===== config.mk =====
export PLATFORM = sky130hd
export DESIGN_NAME = instr_prefetch_queue_flat
export DESIGN_NICKNAME = d
export VERILOG_FILES = /design/src/rtl/instr_prefetch_queue_if.sv /design/src/rtl/instr_prefetch_queue.sv /design/src/flat_wrapper.sv
export SDC_FILE = /design/constraint.sdc
export NUM_CORES = 1
export LEC_CHECK = 0
export CORE_MARGIN = 4
export CORE_UTILIZATION = 41
export DETAILED_ROUTE_END_ITERATION = 12
export DONT_BUFFER_PORTS = 1
export SLEW_MARGIN = 20
export SYNTH_ARGS = -nofsm -noshare
export SYNTH_HDL_FRONTEND = slang
export SYNTH_SLANG_ARGS = --single-unit

===== constraint.sdc =====
create_clock -name clk -period 11 [get_ports clk]
set_input_delay 2.2 -clock clk [delete_from_list [all_inputs] [get_ports clk]]
set_output_delay 2.2 -clock clk [all_outputs]
set_load 0.02 [all_outputs]

===== src/rtl/instr_prefetch_queue_if.sv =====
// rtl/instr_prefetch_queue_if.sv - bus bundle between the prefetch queue, instruction memory and decode
//
// Purpose: groups the memory fetch port, the decode handshake, the redirect
// input and the occupancy output of instr_prefetch_queue.
//
// Signals:
//   mem_req/mem_addr    fetch request and word address (queue -> memory)
//   mem_ack/mem_rdata   request completion and fetched word (memory -> queue)
//   out_valid/out_ready decode handshake; out_instr/out_pc carry the head entry
//   redirect/redirect_pc flush and restart fetch at a new address
//   count               current queue occupancy
//
// Modports: master = prefetch queue side, slave = memory/decode/PC-select side.

interface instr_prefetch_queue_if #(
  parameter int DEPTH = 4
);
  localparam int CW = $clog2(DEPTH) + 1;

  logic          mem_req;
  logic [31:0]   mem_addr;
  logic          mem_ack;
  logic [31:0]   mem_rdata;
  logic          out_valid;
  logic          out_ready;
  logic [31:0]   out_instr;
  logic [31:0]   out_pc;
  logic          redirect;
  logic [31:0]   redirect_pc;
  logic [CW-1:0] count;

  modport master (
    output mem_req, mem_addr, out_valid, out_instr, out_pc, count,
    input  mem_ack, mem_rdata, out_ready, redirect, redirect_pc
  );

  modport slave (
    input  mem_req, mem_addr, out_valid, out_instr, out_pc, count,
    output mem_ack, mem_rdata, out_ready, redirect, redirect_pc
  );
endinterface


===== src/rtl/instr_prefetch_queue.sv =====
// rtl/instr_prefetch_queue.sv - sequential instruction prefetcher with a small FIFO and redirect flush
//
// Purpose: fetches sequential words ahead of decode from a variable-latency
// memory port (one outstanding request), buffers {pc, instr} pairs in a
// DEPTH-entry FIFO and hands them to decode over a valid/ready handshake.
// A redirect clears the queue and restarts fetch at the new address; a
// request already in flight is completed and its data discarded.
//
// Ports:
//   clk   clock, all state updates on the rising edge
//   rst   synchronous active-low reset
//   bus   instr_prefetch_queue_if.master (memory port, decode port,
//         redirect, count)
//
// Optional feature macro: PREFETCH_BYPASS_EN
//   When defined, a word acked while the queue is empty is forwarded to
//   decode in the ack cycle (and not stored if decode takes it).

module instr_prefetch_queue #(
  parameter int          DEPTH    = 4,
  parameter logic [31:0] RESET_PC = 32'h0000_0000
) (
  input logic                   clk,
  input logic                   rst,
  instr_prefetch_queue_if.master bus
);

  localparam int AW = $clog2(DEPTH);
  localparam int CW = AW + 1;
  localparam logic [CW-1:0] DEPTH_C = CW'(DEPTH);

  typedef enum logic [1:0] {
    S_IDLE  = 2'd0,
    S_FETCH = 2'd1,
    S_FLUSH = 2'd2
  } state_t;

  state_t        r_state;
  state_t        w_state_next;
  logic [31:0]   r_fetch_pc;
  logic [31:0]   w_fetch_pc_next;
  logic          r_mem_req;
  logic [31:0]   r_mem_addr;
  logic [31:0]   r_pc_q    [DEPTH];
  logic [31:0]   r_instr_q [DEPTH];
  logic [AW-1:0] r_wr_ptr;
  logic [AW-1:0] r_rd_ptr;
  logic [CW-1:0] r_count;
  logic [CW-1:0] w_count_next;

  logic          w_ack;
  logic          w_push;
  logic          w_pop;
  logic          w_clear;
  logic          w_head_valid;
  logic          w_bypass;
  logic [31:0]   w_out_instr;
  logic [31:0]   w_out_pc;
  logic          w_unused_pc_lsbs;

  // An ack only counts while a request is actually outstanding.
  assign w_ack        = bus.mem_ack & r_mem_req;
  assign w_head_valid = (r_count != '0);

  // The low address bits of a redirect target are forced to zero.
  assign w_unused_pc_lsbs = ^bus.redirect_pc[1:0];

`ifdef PREFETCH_BYPASS_EN
  // Forward the word being acked when nothing older is waiting in the queue.
  assign w_bypass = (r_count == '0) && (r_state == S_FETCH) && w_ack && !bus.redirect;
`else
  assign w_bypass = 1'b0;
`endif

  // Next-state, push/pop and fetch address
  always_comb begin
    w_state_next    = r_state;
    w_fetch_pc_next = r_fetch_pc;
    w_push          = 1'b0;
    w_pop           = 1'b0;
    w_clear         = 1'b0;

    if (bus.redirect) begin
      // Redirect wins: queue dropped, any pop this cycle cancelled.
      w_clear         = 1'b1;
      w_fetch_pc_next = {bus.redirect_pc[31:2], 2'b00};
    end else begin
      w_pop = w_head_valid & bus.out_ready;
      if ((r_state == S_FETCH) && w_ack) begin
        w_fetch_pc_next = r_fetch_pc + 32'd4;
        // A bypassed word taken by decode this cycle is never stored.
        w_push = ~(w_bypass & bus.out_ready);
      end
    end

    w_count_next = w_clear ? '0 : (r_count + CW'(w_push) - CW'(w_pop));

    if (bus.redirect) begin
      case (r_state)
        S_IDLE:  w_state_next = S_FETCH;
        // Without an ack the old request is still in flight and must be
        // waited out in S_FLUSH; with an ack we can fetch the new pc at once.
        S_FETCH,
        S_FLUSH: w_state_next = w_ack ? S_FETCH : S_FLUSH;
        default: w_state_next = S_IDLE;
      endcase
    end else begin
      case (r_state)
        S_IDLE:  if (w_count_next < DEPTH_C) w_state_next = S_FETCH;
        // Only keep fetching while there is a slot for the next ack.
        S_FETCH: if (w_ack) w_state_next = (w_count_next < DEPTH_C) ? S_FETCH : S_IDLE;
        S_FLUSH: if (w_ack) w_state_next = S_FETCH;
        default: w_state_next = S_IDLE;
      endcase
    end
  end

  // State, request and occupancy registers
  always_ff @(posedge clk) begin
    if (!rst) begin
      r_state    <= S_IDLE;
      r_fetch_pc <= RESET_PC;
      r_mem_req  <= 1'b0;
      r_mem_addr <= RESET_PC;
      r_count    <= '0;
      r_wr_ptr   <= '0;
      r_rd_ptr   <= '0;
    end else begin
      r_state    <= w_state_next;
      r_fetch_pc <= w_fetch_pc_next;
      r_mem_req  <= (w_state_next != S_IDLE);
      // In S_FLUSH the stale address is held until its ack arrives.
      if (w_state_next == S_FETCH) begin
        r_mem_addr <= w_fetch_pc_next;
      end
      r_count <= w_count_next;
      if (w_clear) begin
        r_wr_ptr <= '0;
        r_rd_ptr <= '0;
      end else begin
        if (w_push) r_wr_ptr <= r_wr_ptr + AW'(1);
        if (w_pop)  r_rd_ptr <= r_rd_ptr + AW'(1);
      end
    end
  end

  // Entry storage; contents are only meaningful below r_count.
  always_ff @(posedge clk) begin
    if (rst && w_push) begin
      r_pc_q[r_wr_ptr]    <= r_fetch_pc;
      r_instr_q[r_wr_ptr] <= bus.mem_rdata;
    end
  end

  // Head of queue, or the forwarded word when bypassing; zero when empty.
  always_comb begin
    w_out_instr = '0;
    w_out_pc    = '0;
    if (w_head_valid) begin
      w_out_instr = r_instr_q[r_rd_ptr];
      w_out_pc    = r_pc_q[r_rd_ptr];
    end else if (w_bypass) begin
      w_out_instr = bus.mem_rdata;
      w_out_pc    = r_fetch_pc;
    end
  end

  assign bus.mem_req   = r_mem_req;
  assign bus.mem_addr  = r_mem_addr;
  assign bus.out_valid = w_head_valid | w_bypass;
  assign bus.out_instr = w_out_instr;
  assign bus.out_pc    = w_out_pc;
  assign bus.count     = r_count;

endmodule


===== src/flat_wrapper.sv =====
// flat-port wrapper written by rule: the top's interface ports become plain ports
module instr_prefetch_queue_flat 
#(
  parameter int          DEPTH    = 4,
  parameter logic [31:0] RESET_PC = 32'h0000_0000
)
  (clk, rst, bus_mem_req, bus_mem_addr, bus_out_valid, bus_out_instr, bus_out_pc, bus_count, bus_mem_ack, bus_mem_rdata, bus_out_ready, bus_redirect, bus_redirect_pc);
  instr_prefetch_queue_if #(.DEPTH(DEPTH)) bus_i ();
  input logic clk;
  input logic rst;
  output wire logic [$bits(bus_i.mem_req)-1:0] bus_mem_req;
  output wire logic [$bits(bus_i.mem_addr)-1:0] bus_mem_addr;
  output wire logic [$bits(bus_i.out_valid)-1:0] bus_out_valid;
  output wire logic [$bits(bus_i.out_instr)-1:0] bus_out_instr;
  output wire logic [$bits(bus_i.out_pc)-1:0] bus_out_pc;
  output wire logic [$bits(bus_i.count)-1:0] bus_count;
  input wire logic [$bits(bus_i.mem_ack)-1:0] bus_mem_ack;
  input wire logic [$bits(bus_i.mem_rdata)-1:0] bus_mem_rdata;
  input wire logic [$bits(bus_i.out_ready)-1:0] bus_out_ready;
  input wire logic [$bits(bus_i.redirect)-1:0] bus_redirect;
  input wire logic [$bits(bus_i.redirect_pc)-1:0] bus_redirect_pc;
  assign bus_mem_req = bus_i.mem_req;
  assign bus_mem_addr = bus_i.mem_addr;
  assign bus_out_valid = bus_i.out_valid;
  assign bus_out_instr = bus_i.out_instr;
  assign bus_out_pc = bus_i.out_pc;
  assign bus_count = bus_i.count;
  assign bus_i.mem_ack = bus_mem_ack;
  assign bus_i.mem_rdata = bus_mem_rdata;
  assign bus_i.out_ready = bus_out_ready;
  assign bus_i.redirect = bus_redirect;
  assign bus_i.redirect_pc = bus_redirect_pc;
  instr_prefetch_queue #(.DEPTH(DEPTH), .RESET_PC(RESET_PC)) u_core (.clk(clk), .rst(rst), .bus(bus_i));
endmodule

### Word-level counts from Yosys, hierarchy flattened

Memory sizes are Yosys's and may differ from the RTL's. A register that Yosys moved wholly into a read port is not among the register bits.
Index checks and enable logic that the tools add are counted.
Widths: inputs -> output; s select.

| word-level totals | value |
|---|---|
| register bits | 74 |
| RAM bits | 256 |
| output and inout bits | 101 |
| word-level logic and storage cells | 51 |
| memories | 2 |

| operators by class | value |
|---|---|
| $add $sub $neg | 5 |
| order comparisons | 1 |
| eq/ne operators | 3 |
| multiplexer cells | 23 |
| bitwise gates (word level) | 3 |
| reduce and logical (&&, ||, !) cells | 7 |

Memories:

| name | words | bits a word | read ports | clocked after Yosys merged registers in | wr ports | RTL line | text |
|---|---|---|---|---|---|---|---|
| u_core.r_instr_q | 4 | 32 | 1 | 1 | 1 | instr_prefetch_queue.sv:45 | `logic [31:0] r_instr_q [DEPTH];` |
| u_core.r_pc_q | 4 | 32 | 1 | 1 | 1 | instr_prefetch_queue.sv:44 | `logic [31:0] r_pc_q [DEPTH];` |

Operators with widths:

| operator | count |
|---|---|
| $mux 32 | 4 |
| $add 32x3->32 const B | 1 |
| $mux 2 | 9 |
| $mux 1 | 7 |
| $pmux 2 s3 | 1 |
| $add 2x1->2 const B | 2 |
| $eq 2x1->1 const B | 2 |
| $pmux 2 s2 | 1 |
| $reduce_or 2->1 | 2 |
| $add 3x1->3 | 1 |
| $lt 3x3->1 const B | 1 |
| $mux 3 | 1 |
| $reduce_bool 3->1 | 1 |
| $sub 3x1->3 | 1 |
| $and 1x1->1 | 2 |
| $eq 2x2->1 const B | 1 |
| $logic_and 1x1->1 | 2 |
| $logic_not 2->1 | 1 |
| $reduce_bool 2->1 | 1 |
| $not 1->1 | 1 |

### Logic depth before layout (Yosys ltp)

Gate-level depths: netlist of run 1.

| logic depth | value |
|---|---|
| word-level depth | 13 |
| depth in mapped cells | 14 |

### Worst setup path after synthesis of run 1

No wires, ideal clock.

| timing path | value |
|---|---|
| kind | input to register |
| from | in bus_redirect |
| to | reg u_core.r_mem_addr[17], in the netlist u_core.bus.mem_addr[17] |
| data arrival time | 5400 ps |
| path slack | 5479 ps |
| cell stages on the path | 14 |
| path buffers | 4 |
| cell sequence | clkbuf_1 > clkbuf_1 > buf_2 > nor2_1 > ha_1 > inv_1 > ha_1 > fa_1 > xor3_2 > o221a_4 > o31ai_2 > nor2_1 > buf_6 > mux2_4 |

| between the ends | value |
|---|---|
| elaborated cells on any way between the ends | 14 |

RTL lines:

| element | RTL line | text |
|---|---|---|
| start: declaration | flat_wrapper.sv:20 | `input wire logic [$bits(bus_i.redirect)-1:0] bus_redirect;` |
| $mux 1 (*) | instr_prefetch_queue.sv:83 | `if (bus.redirect) begin` |
| net u_core.w_pop | instr_prefetch_queue.sv:53 | `logic w_pop;` |
| $sub 3x1->3 (*) | instr_prefetch_queue.sv:96 | `w_count_next = w_clear ? '0 : (r_count + CW'(w_push) - CW'(w_pop));` |
| $mux 3 (*) | instr_prefetch_queue.sv:96 |  |
| $lt 3x3->1 (*) | instr_prefetch_queue.sv:109, instr_prefetch_queue.sv:111 |  |
| $mux 1 | instr_prefetch_queue.sv:111 | `S_FETCH: if (w_ack) w_state_next = (w_count_next < DEPTH_C) ? S_FETCH : S_IDLE;` |
| $mux 2 | instr_prefetch_queue.sv:111 |  |
| $pmux 2 s3 (*) | instr_prefetch_queue.sv:108 | `case (r_state)` |
| $mux 2 (*) | instr_prefetch_queue.sv:98 | `if (bus.redirect) begin` |
| $eq 2x1->1 (*) | instr_prefetch_queue.sv:133 | `if (w_state_next == S_FETCH) begin` |
| end signal: assignment | instr_prefetch_queue.sv:134 | `r_mem_addr <= w_fetch_pc_next;` |
| end: declaration | instr_prefetch_queue.sv:43 | `logic [31:0] r_mem_addr;` |

The timed path passes the listed nets; every way through them passes the cells marked *.
A chain may end at the register's enable or synchronous reset.

==> metrics.txt, run 1 <==
status finished, final reports clean; max incr delay on CP between 900 and 1000 ps; clock power share 42.9%; Leak 4.87 nW; Wirelength per Cell between 20 and 25 um; post-layout min period about 5200 ps; setup tns final 0 ps; clk_lat worst skew approximately 510 ps; die width 188 um; # port buffers 0; Hold Buf Count CTS 0; logic gate share of total power between 4 and 5%; hpwl dp 17,100 um; Yosys warnings 0; global route overflow 0; Worst R2R Start u_core.bus.count[2]; Inserted Diodes 0; Vias between 6,000 and 7,000; Yosys cell types 57; total routed wirelength between 20,000 and 30,000 um; pin count of the biggest net entering global routing 67; WP data arrival between 2000 and 3000 ps; worst-case clock buffer depth 3; Reg power frac roughly 53%; final setup violation count 0; final hold viol count 0; DR vias/cell approximately 5.6; IO Count 170; Syn Nets around 900; Top FF cell, synth edfxtp_1; Total Power approximately 2.8 mW; Final period util a little under half; NetSw 0.627 mW; most instantiated library cell after synthesis edfxtp_1; drt initial violations ~370; Max Fanout on Critical Path 39; switching part of the total power between 20 and 25%; Slew @ Worst Pin between 1000 and 1500 ps; synthesized area around 13,000 um^2; layout cells sized above 1 between 15 and 20%; Vert. Die Dim roughly 190 um; Max VDD drop 147 uV; Hold WC Path Type flip-flop to flip-flop; CP Capture Point bus_out_pc[31]; area leader, netlist edfxtp_1; post-synth top area share 58.0%; Max stage delay cell, worst path dfxtp_4; vias in the first global route between 7,000 and 8,000; first-pass GRT wire length ~45,000 um; final core occ between 40% and 50%; synth top area cells edfxtp_1, dfxtp_1, mux4_2; postcts setup bufs 0; drt drc 0; Clock transition at path regs ~60 ps; FF-to-FF path depth 13; Post-synth EDFFs ~260; # nets final 882; Setup CP Type flip-flop to output pin; Worst EP required approximately 8800 ps; CTS HTree Levels 2; CTS tree yes; synth-to-layout area growth 12.2%; asr flop ratio synth 0%; RSZ-0062 raised after global routing no; worst setup margin slightly below 6000 ps; PwrDens 188 nW/um^2; setup slack at placement around 5500 ps; min-delay src u_core.r_wr_ptr[1]; Post-Synthesis Cells 797; sequential share of the synthesized area 69.5%; flop-to-flop setup slack 6730 ps; 1st-pass router iterations 6; most common library cells after synthesis edfxtp_1, dfxtp_1, and2_1, mux4_2, nor2_1; Final ANT Viol Nets 0; Die Footprint 35,200 um^2; clk sink count around 330; area of the core roughly 32,000 um^2; GRT Util Overall approximately 16%; Critical Path Start Type flip-flop; #FFs+latches synth 332; Syn Area/Cell 16.6 um^2; initial antenna violation count 1; CTS buffer count 37; Max Clock Freq about 0.19 GHz; critical path cell sequence buf_4, mux4_2, and2_1; Max-cap violations 0; Final Max Tran Viols 0; Slew Limit Headroom 26.6%; Clock Skews between 15 and 20 ps; internal power 2.16 mW; Resize count post-CTS 0; Worst Setup End Kind output pin; gpl congestion 0.777; site row count 65; CTS Root Cell clkbuf_16; R2R Path End u_core.bus.mem_addr[27]; initial core utilization between 40% and 50%; Hold WS 501 ps
-- power groups by stage --
stage / Clock, mW / Sequential, mW / Combinational (mW)
floorplan: 0 / 1.48 / 0.101
global placement: 0 / 1.50 / 0.115
detailed placement: 0 / 1.50 / 0.117
CTS: 1.23 / 1.48 / 0.118
global route: 1.28 / 1.48 / 0.130
finish: 1.20 / 1.48 / 0.117
-- how the worst min path moves through the flow --
stage / cells after the start / slack (ps) / to
after floorplan: 0 / 450 / u_core.r_pc_q[0][0]
after global placement: 0 / 490 / u_core.r_pc_q[2][1]
after detailed placement: 2 / 490 / u_core.r_wr_ptr[1]
after CTS: 2 / 500 / u_core.r_wr_ptr[1]
after global routing: 0 / 530 / u_core.r_pc_q[3][1]
final: 2 / 500 / u_core.r_wr_ptr[1]
-- cell type report --
class,instances,area [um^2]
clock buffer,46,1000
clock inverter,22,191
fill,2727,16900
inverter,14,52.6
multi-input combinational,407,3810
sequential,332,9220
tap,402,503
timing repair buffer,9,92.6
-- registers in the layout (all words and copies together), names as in the netlist, named ones only --
name                 count
u_core.r_instr_q       128
u_core.bus.count         3
u_core.r_wr_ptr          2
u_core.r_state           2
u_core.r_fetch_pc       32
u_core.bus.mem_req       1
u_core.r_rd_ptr          2
u_core.r_pc_q          128
u_core.bus.mem_addr     32
-- layer usage --
layer,track usage [%],vias up,part of all wire [%]
met5,0,-,0.045
met4,3.47,2,1.8
met3,5.23,41,7.5
met2,27.1,193,48
met1,21.4,3540,43
li1,-,3151,-
-- through the flow --
stage          cell area [um^2]  cells
6_report                  14900   1232
5_1_grt                   14900   1232
4_1_cts                   14800   1230
3_5_place_dp              13600   1162
3_3_place_gp              13600   1162
2_1_floorplan             13200    797
-- cells in the final DEF, fill, tap and decap left out, types with 12 or more instances in the layout --
cell type / synthesis / layout
edfxtp_1: 256 / 256
nand2_1: 25 / 25
mux4_2: 64 / 64
o21ai_0: 19 / 19
clkbuf_16: 0 / 39
a211oi_1: 14 / 14
nor2_1: 35 / 34
and4_1: 16 / 16
o22a_1: 25 / 25
dfxtp_1: 76 / 74
nor3_1: 14 / 14
nand3_1: 12 / 12
and2_1: 70 / 70
and3_1: 16 / 12
inv_1: 12 / 12
-- critical path: cells and delay by family, from the launching register on --
family	cells	cell delay (ps)
simple gates	1	270
buf+inv	1	630
mux	1	650
flops	1	910
-- cells by family after synthesis --
kind of cell / share of synthesized area [%]
fa+ha+maj: 1.19
buf+inv: 1.96
compound gates: 5.38
mux: 11.5
xor+xnor: 1.05
flops: 69.5
simple gates: 9.42
Note: power is estimated with default switching activity, not from simulation.
==> inputs of run 2 (changes only) <==
--- a/config.mk
+++ b/config.mk
@@ -5,6 +5,7 @@
 export SDC_FILE = /design/constraint.sdc
 export NUM_CORES = 1
 export LEC_CHECK = 0
+export ABC_AREA = 1
 export CORE_MARGIN = 4
 export CORE_UTILIZATION = 41
 export DETAILED_ROUTE_END_ITERATION = 12
==> constraint.sdc (replaced) <==
create_clock -name clk -period 5.35 [get_ports clk]
set_input_delay 1.07 -clock clk [delete_from_list [all_inputs] [get_ports clk]]
set_output_delay 1.07 -clock clk [all_outputs]
set_load 0.02 [all_outputs]
==> metrics.txt, run 2 <==
# nets final 1,442 (+63%); CTS tree yes; CTS buffer count 37 (unchanged); Yosys warnings 0 (unchanged); Max Fanout on Critical Path 86 (+120%); xor and xnor area share after synthesis 0.313% (-0.74 points); vias in the first global route 8,752 (+20%); Syn Area/Cell 10.2 um^2 (-39%); post-layout min period between 4000 and 5000 ps; Slew Limit Headroom 31.4% (+4.8 points); Fillers 3,131 (+15%); # port buffers 0 (unchanged); Final ANT Viol Nets 0 (unchanged); Worst EP required 4280 ps (-4520 ps); Total Power 5.65 mW (+100%); first-pass GRT wire length 49,800 um (+11%); global route overflow 0 (unchanged); postcts setup bufs 0 (unchanged); Final Non-Filler Cells 1,835 (+49%); final hold viol count 0 (unchanged); Die Footprint 37,200 um^2 (+5.5%); Simple-Gate Fraction of Synth Area 18.9% (+9.5 points); most instantiated library cell after synthesis nor2_1; #FFs+latches synth 332 (unchanged); RSZ-0062 raised after global routing no; Clock transition at path regs 60 ps (about the same); Post-Synthesis Cells 1,375 (+73%); Wirelength per Cell 18.0 um (-23%); Top Registers u_core.r_instr_q: 128 flops, u_core.r_pc_q: 128 flops; main combinational cell family by area after synthesis simple AND/OR/NAND/NOR gates; synth-to-layout area growth 11.4%; Top FF cell, synth edfxtp_1; Leak 5.73 nW (+18%); Post-synth EDFFs 256 (unchanged); post-synthesis mux area share 0% (-11 points); total routed wirelength 33,100 um (+15%); most frequent cells in the layout nor2_1, edfxtp_1, nand2_1; Post-Place Cells 1,770 (+52%); Critical Path Start Type flip-flop; drt initial violations 537 (+44%); hpwl dp 19,800 um (+16%); synth top area cells edfxtp_1, dfxtp_1, nor2_1; DR vias/cell 5.02 (-11%); Setup CP Type flip-flop to output pin; Vert. Die Dim 193 um (+2.7%); synthesized area 14,000 um^2 (+5.7%); Final period util 75.6%; site row count 67 (+3.1%); IO Count 170 (unchanged); post-synth top area share 54.9% (-3.1 points); CTS HTree Levels 2 (unchanged); Final Max Tran Viols 0 (unchanged); setup tns final 0 ps (unchanged); Compound-Gate Fraction of Synth Area 9.30% (+3.9 points); Hold Buf Count CTS 0 (unchanged); initial antenna violation count 0 (-1); Clock Skews 19.8 ps (+1.72 ps); Adder-Cell Fraction of Synth Area 1.13% (-0.064 points); Hold WC Path Type flip-flop to flip-flop; pin count of the biggest net entering global routing 87 (+30%); Vias 9,216 (+33%); Yosys cell types 37 (-35%); most common library cells after synthesis nor2_1, edfxtp_1, nand2_1, o21ai_0, inv_1; layout cells sized above 1 9.16% (-8.4 points); WP data arrival 2970 ps (-20 ps); Inserted Diodes 0 (unchanged); drt drc 0 (unchanged); Max VDD drop 247 uV (+68%); Max Clock Freq 0.247 GHz; area leader, netlist edfxtp_1; GRT Util Overall 17.3% (+0.94 points); 1st-pass router iterations 5 (-1); Max-cap violations 0 (unchanged); die width 193 um (+2.7%); Worst Setup End Kind output pin; clk sink count 332 (unchanged); PwrDens 362 nW/um^2 (+93%); Slew @ Worst Pin 1030 ps (-72.2 ps); initial core utilization 41.7% (-0.10 points); gpl congestion 0.795 (+2.3%); asr flop ratio synth 0% (unchanged); worst-case clock buffer depth 3 (unchanged); clk_lat worst skew 510 ps (about the same); Syn Nets 1,456 (+66%); area of the core 33,600 um^2 (+6.0%); status finished, final reports clean; sequential share of the synthesized area 65.8% (-3.8 points); most common cell after layout, fill and taps aside nor2_1; final setup violation count 0 (unchanged); CTS Root Cell clkbuf_16; Resize count post-CTS 0 (unchanged)
[run 2: cell types whose count changed in the layout (fill, tap and decap cells not counted), sizes merged, moves of 64 or more]
| cell | delta |
|---|---|
| nand2 | +148 |
| nor2 | +335 |
| mux4 | -64 |
| inv | +82 |
| a21oi | +86 |
| and2 | -69 |
| o21ai | +125 |
[run 2: power breakdown]
| group | switching [mW] | total, mW | internal, mW |
|---|---|---|---|
| Clock | 0.939 | 2.36 | 1.42 |
| Combinational | 0.196 | 0.289 | 0.0925 |
| Sequential | 0.152 | 3.01 | 2.86 |
[run 2: path summary, 6_finish.rpt]
| check | to | slack (ps) | depth (start not counted) | start |
|---|---|---|---|---|
| worst max-delay path | bus_out_instr[25] | 1310 | 5 | flip-flop |
| worst max register to register | u_core.bus.mem_addr[14] | 1910 | 20 | u_core.bus.count[1] |
| worst min register to register | flip-flop | 460 | 2 | u_core.r_rd_ptr[1] |
| worst min-delay path | flip-flop | 460 | 2 | u_core.r_rd_ptr[1] |
[run 2: final cells by class]
class                   count  area (um^2)  share of cell area (%)
clock buffers              59         1110                    7.11
repair buffers             11          133                   0.850
flip-flops and latches    332         9210                    59.1
inverters                  96          362                    2.32
well taps                 448          561                    3.59
multi-input cells         883         4190                    26.9
clock inverters             6         31.3                   0.201
[run 2: logic make-up (layout without fill, tap and decap cells)]
kind of cell | count (synthesis) | after routing
adder cells (fa/ha/maj) | 12 | 12
buffers and inverters | 160 | 172
AO/OA/AOI/OAI | 243 | 243
flip-flops | 332 | 332
XOR/XNOR | 5 | 5
AND/OR/NAND/NOR | 623 | 623
[run 2: through the flow]
stage | instance area, um^2 | hold WS (ps) | setup WS (ps) | util, %
finish | 15600 | 464 | 1310 | 46.4
global route | 15600 | 494 | 1090 | 46.4
CTS | 15600 | 462 | 1260 | 46.4
detailed placement | 14500 | 452 | 1800 | 43.0
global placement | 14500 | 439 | 1790 | 43.0
floorplan | 14000 | 436 | 384 | -
[run 2: critical path, cell delays in order, from the launching register on]
cell and delay, ps:
dfxtp_4 1010, buf_4 560, nor2_1 100, nor2_1 90, o21ai_0 100, a21oi_1 560
[run 2: routing by layer]
layer	global-route usage [%]	vias up	wire length [um]
li1	-	4598	-
met4	3.73	0	467
met1	21.8	4368	14100
met3	5.59	35	2770
met5	0	-	0
met2	29.3	215	15700
==> inputs of run 3 (changes only) <==
==> constraint.sdc (replaced) <==
create_clock -name clk -period 4 [get_ports clk]
set_input_delay 0.8 -clock clk [delete_from_list [all_inputs] [get_ports clk]]
set_output_delay 0.8 -clock clk [all_outputs]
set_load 0.02 [all_outputs]
==> metrics.txt, run 3 (synthesized netlist as in run 2, its figures left out) <==
critical path cell sequence inv_2, nand2_2, nor2_4, inv_1, nand2_1, nor2_1, ha_1, inv_1, ha_1, fa_1, inv_1, nand3_1, nand4_1, nand2_1, nand3_2, nand2_1, nor2_4, nand2_1, nand2_1, nor2_1; Final Max Tran Viols 0 (unchanged); vias in the first global route 8,948 (+2.2%); CTS tree yes; Hold Crit Depth 0 (-2); final setup violation count 0 (unchanged); flop-to-flop setup slack 570 ps (-1340 ps); Clock transition at path regs 60 ps (about the same); Max-cap violations 0 (unchanged); Critical Path Start Type flip-flop; first-pass GRT wire length 50,800 um (+1.9%); Vias 9,215 (-0.011%); drt drc 0 (unchanged); Hold WC Path Type primary input to flip-flop; RSZ-0062 raised after global routing no; Reg power frac 51.5% (-1.7 points); Worst Path Buf+Inv 4 (+3); Clock Skews 21.1 ps (+1.33 ps); total routed wirelength 33,300 um (+0.53%); Hold Buf Count CTS 0 (unchanged); Setup CP Type flip-flop to flip-flop; pin count of the biggest net entering global routing 85 (-2.3%); WP data arrival 3840 ps (+870 ps); global route overflow 0 (unchanged); Top Registers u_core.r_instr_q: 128 flops, u_core.r_pc_q: 128 flops; internal power 6.03 mW (+38%); Inserted Diodes 0 (unchanged); worst-case clock buffer depth 3 (unchanged); layout cells sized above 1 9.96% (+0.80 points); Vert. Die Dim 193 um (unchanged); Leak 5.81 nW (+1.4%); Multi-input gate area 4190 um^2 (unchanged); Wirelength per Cell 18.0 um (about the same); initial antenna violation count 1 (+1); finished layout cell area 15,700 um^2 (+0.89%); status finished, final reports clean; register area 9210 um^2 (unchanged); drt initial violations 497 (-7.4%); Worst EP required 4400 ps (+120 ps); Final period util ~86%; Max Fanout on Critical Path 27 (-69%); Worst Setup End Kind flip-flop; GRT Util Overall 17.6% (+0.28 points); most common cell after layout, fill and taps aside nor2_1; clk_lat worst skew 510 ps (about the same); Resize count post-CTS 0 (unchanged); initial core utilization 41.7% (unchanged); Max stage delay cell, worst path nor2_4; clk sink count 332 (unchanged); final hold viol count 0 (unchanged); switching part of the total power 22.6% (-0.10 points); CTS HTree Levels 2 (unchanged); CP top delay family simple AND/OR/NAND/NOR gates; die width 193 um (unchanged); 1st-pass router iterations 5 (unchanged); R2R Path End u_core.bus.mem_addr[18]; Final ANT Viol Nets 0 (unchanged); clock power share 43.5% (+1.8 points); Max VDD drop 314 uV (+27%); Max Clock Freq approximately 0.29 GHz; CTS Root Cell clkbuf_16; logic gate share of total power 5.0% (about the same); hpwl dp 20,400 um (+2.9%); post-layout min period 3430 ps; most numerous cell on the critical path nand2_1; FF-to-FF path depth 20 (unchanged); Slew Limit Headroom 40.8% (+9.4 points); gpl congestion 0.795 (about the same); most frequent cells in the layout nor2_1, edfxtp_1, nand2_1; # port buffers 0 (unchanged); NetSw 1.77 mW (+37%); DR vias/cell 5.00 (-0.50%); site row count 67 (unchanged); postcts setup bufs 0 (unchanged); max incr delay on CP 530 ps (-480 ps); # nets final 1,449 (+0.49%); IO Count 170 (unchanged); min-delay src bus_mem_rdata[19]; synth-to-layout area growth 12.4%; Worst Hold Path EP u_core.r_instr_q[2][19]; Slew @ Worst Pin 888 ps (-141 ps); area of the core 33,600 um^2 (unchanged); Worst R2R Start u_core.bus.count[1]; PwrDens 495 nW/um^2 (+37%); CTS buffer count 37 (unchanged); Die Footprint 37,200 um^2 (unchanged); Fillers 3,084 (-1.5%); Hold WS 385 ps (-78.6 ps); Placed Area 14,500 um^2 (+0.36%)
## run 3: cell types whose count changed in the layout (fill, tap and decap cells not counted), moves of 2 or more
cell       change
buf_4          +7
bufinv_16      +4
clkbuf_1       -6
clkbuf_16      -2
clkinv_1       +3
## run 3: how the worst max path moves through the flow
stage                                   start                 endpoint  slack [ps]  cells after the start
final                     u_core.bus.count[1]  u_core.bus.mem_addr[18]         570                     20
after global routing      u_core.bus.count[1]  u_core.bus.mem_addr[14]         180                     20
after CTS                 u_core.bus.count[1]  u_core.bus.mem_addr[18]         510                     20
after detailed placement  u_core.bus.count[1]  u_core.bus.mem_addr[14]         540                     20
after global placement    u_core.bus.count[1]  u_core.bus.mem_addr[16]         570                     20
after floorplan                           rst   u_core.r_instr_q[0][0]        -700                      5
## run 3: area by class of cell
class | instances | area share [%]
flip-flops and latches | 332 | 58.5
multi-input cells | 883 | 26.6
clock buffers | 52 | 6.66
well taps | 448 | 3.56
inverters | 96 | 2.30
repair buffers | 18 | 1.18
clock inverters | 15 | 1.14
## run 3: stage by stage
stage                     cells  setup TNS (ps)  utilization [%]  worst slack [ps]  total power [mW]
after floorplan            1375         -178250                -              -696              4.39
after global placement     1777               0             43.2               566              4.48
after detailed placement   1777               0             43.2               541              4.49
after CTS                  1844               0             46.8               510              7.88
after global routing       1844               0             46.8               176              8.10
final                      1844               0             46.8               566              7.80
## run 3: power groups by stage
stage	Sequential (mW)	Clock, mW	Combinational, mW
after floorplan	4.05	0	0.344
after global placement	4.09	0	0.383
after detailed placement	4.09	0	0.392
after CTS	4.02	3.47	0.393
after global routing	4.04	3.62	0.446
final	4.02	3.39	0.387
## run 3: per-layer routing
layer  part of all wire [%]  GRT usage [%]  vias up
met5                  0.039              0        -
met4                    1.7           4.09        2
met3                    9.0           5.86       44
met2                     47           29.0      224
met1                     43           22.6     4346
li1                       -              -     4599
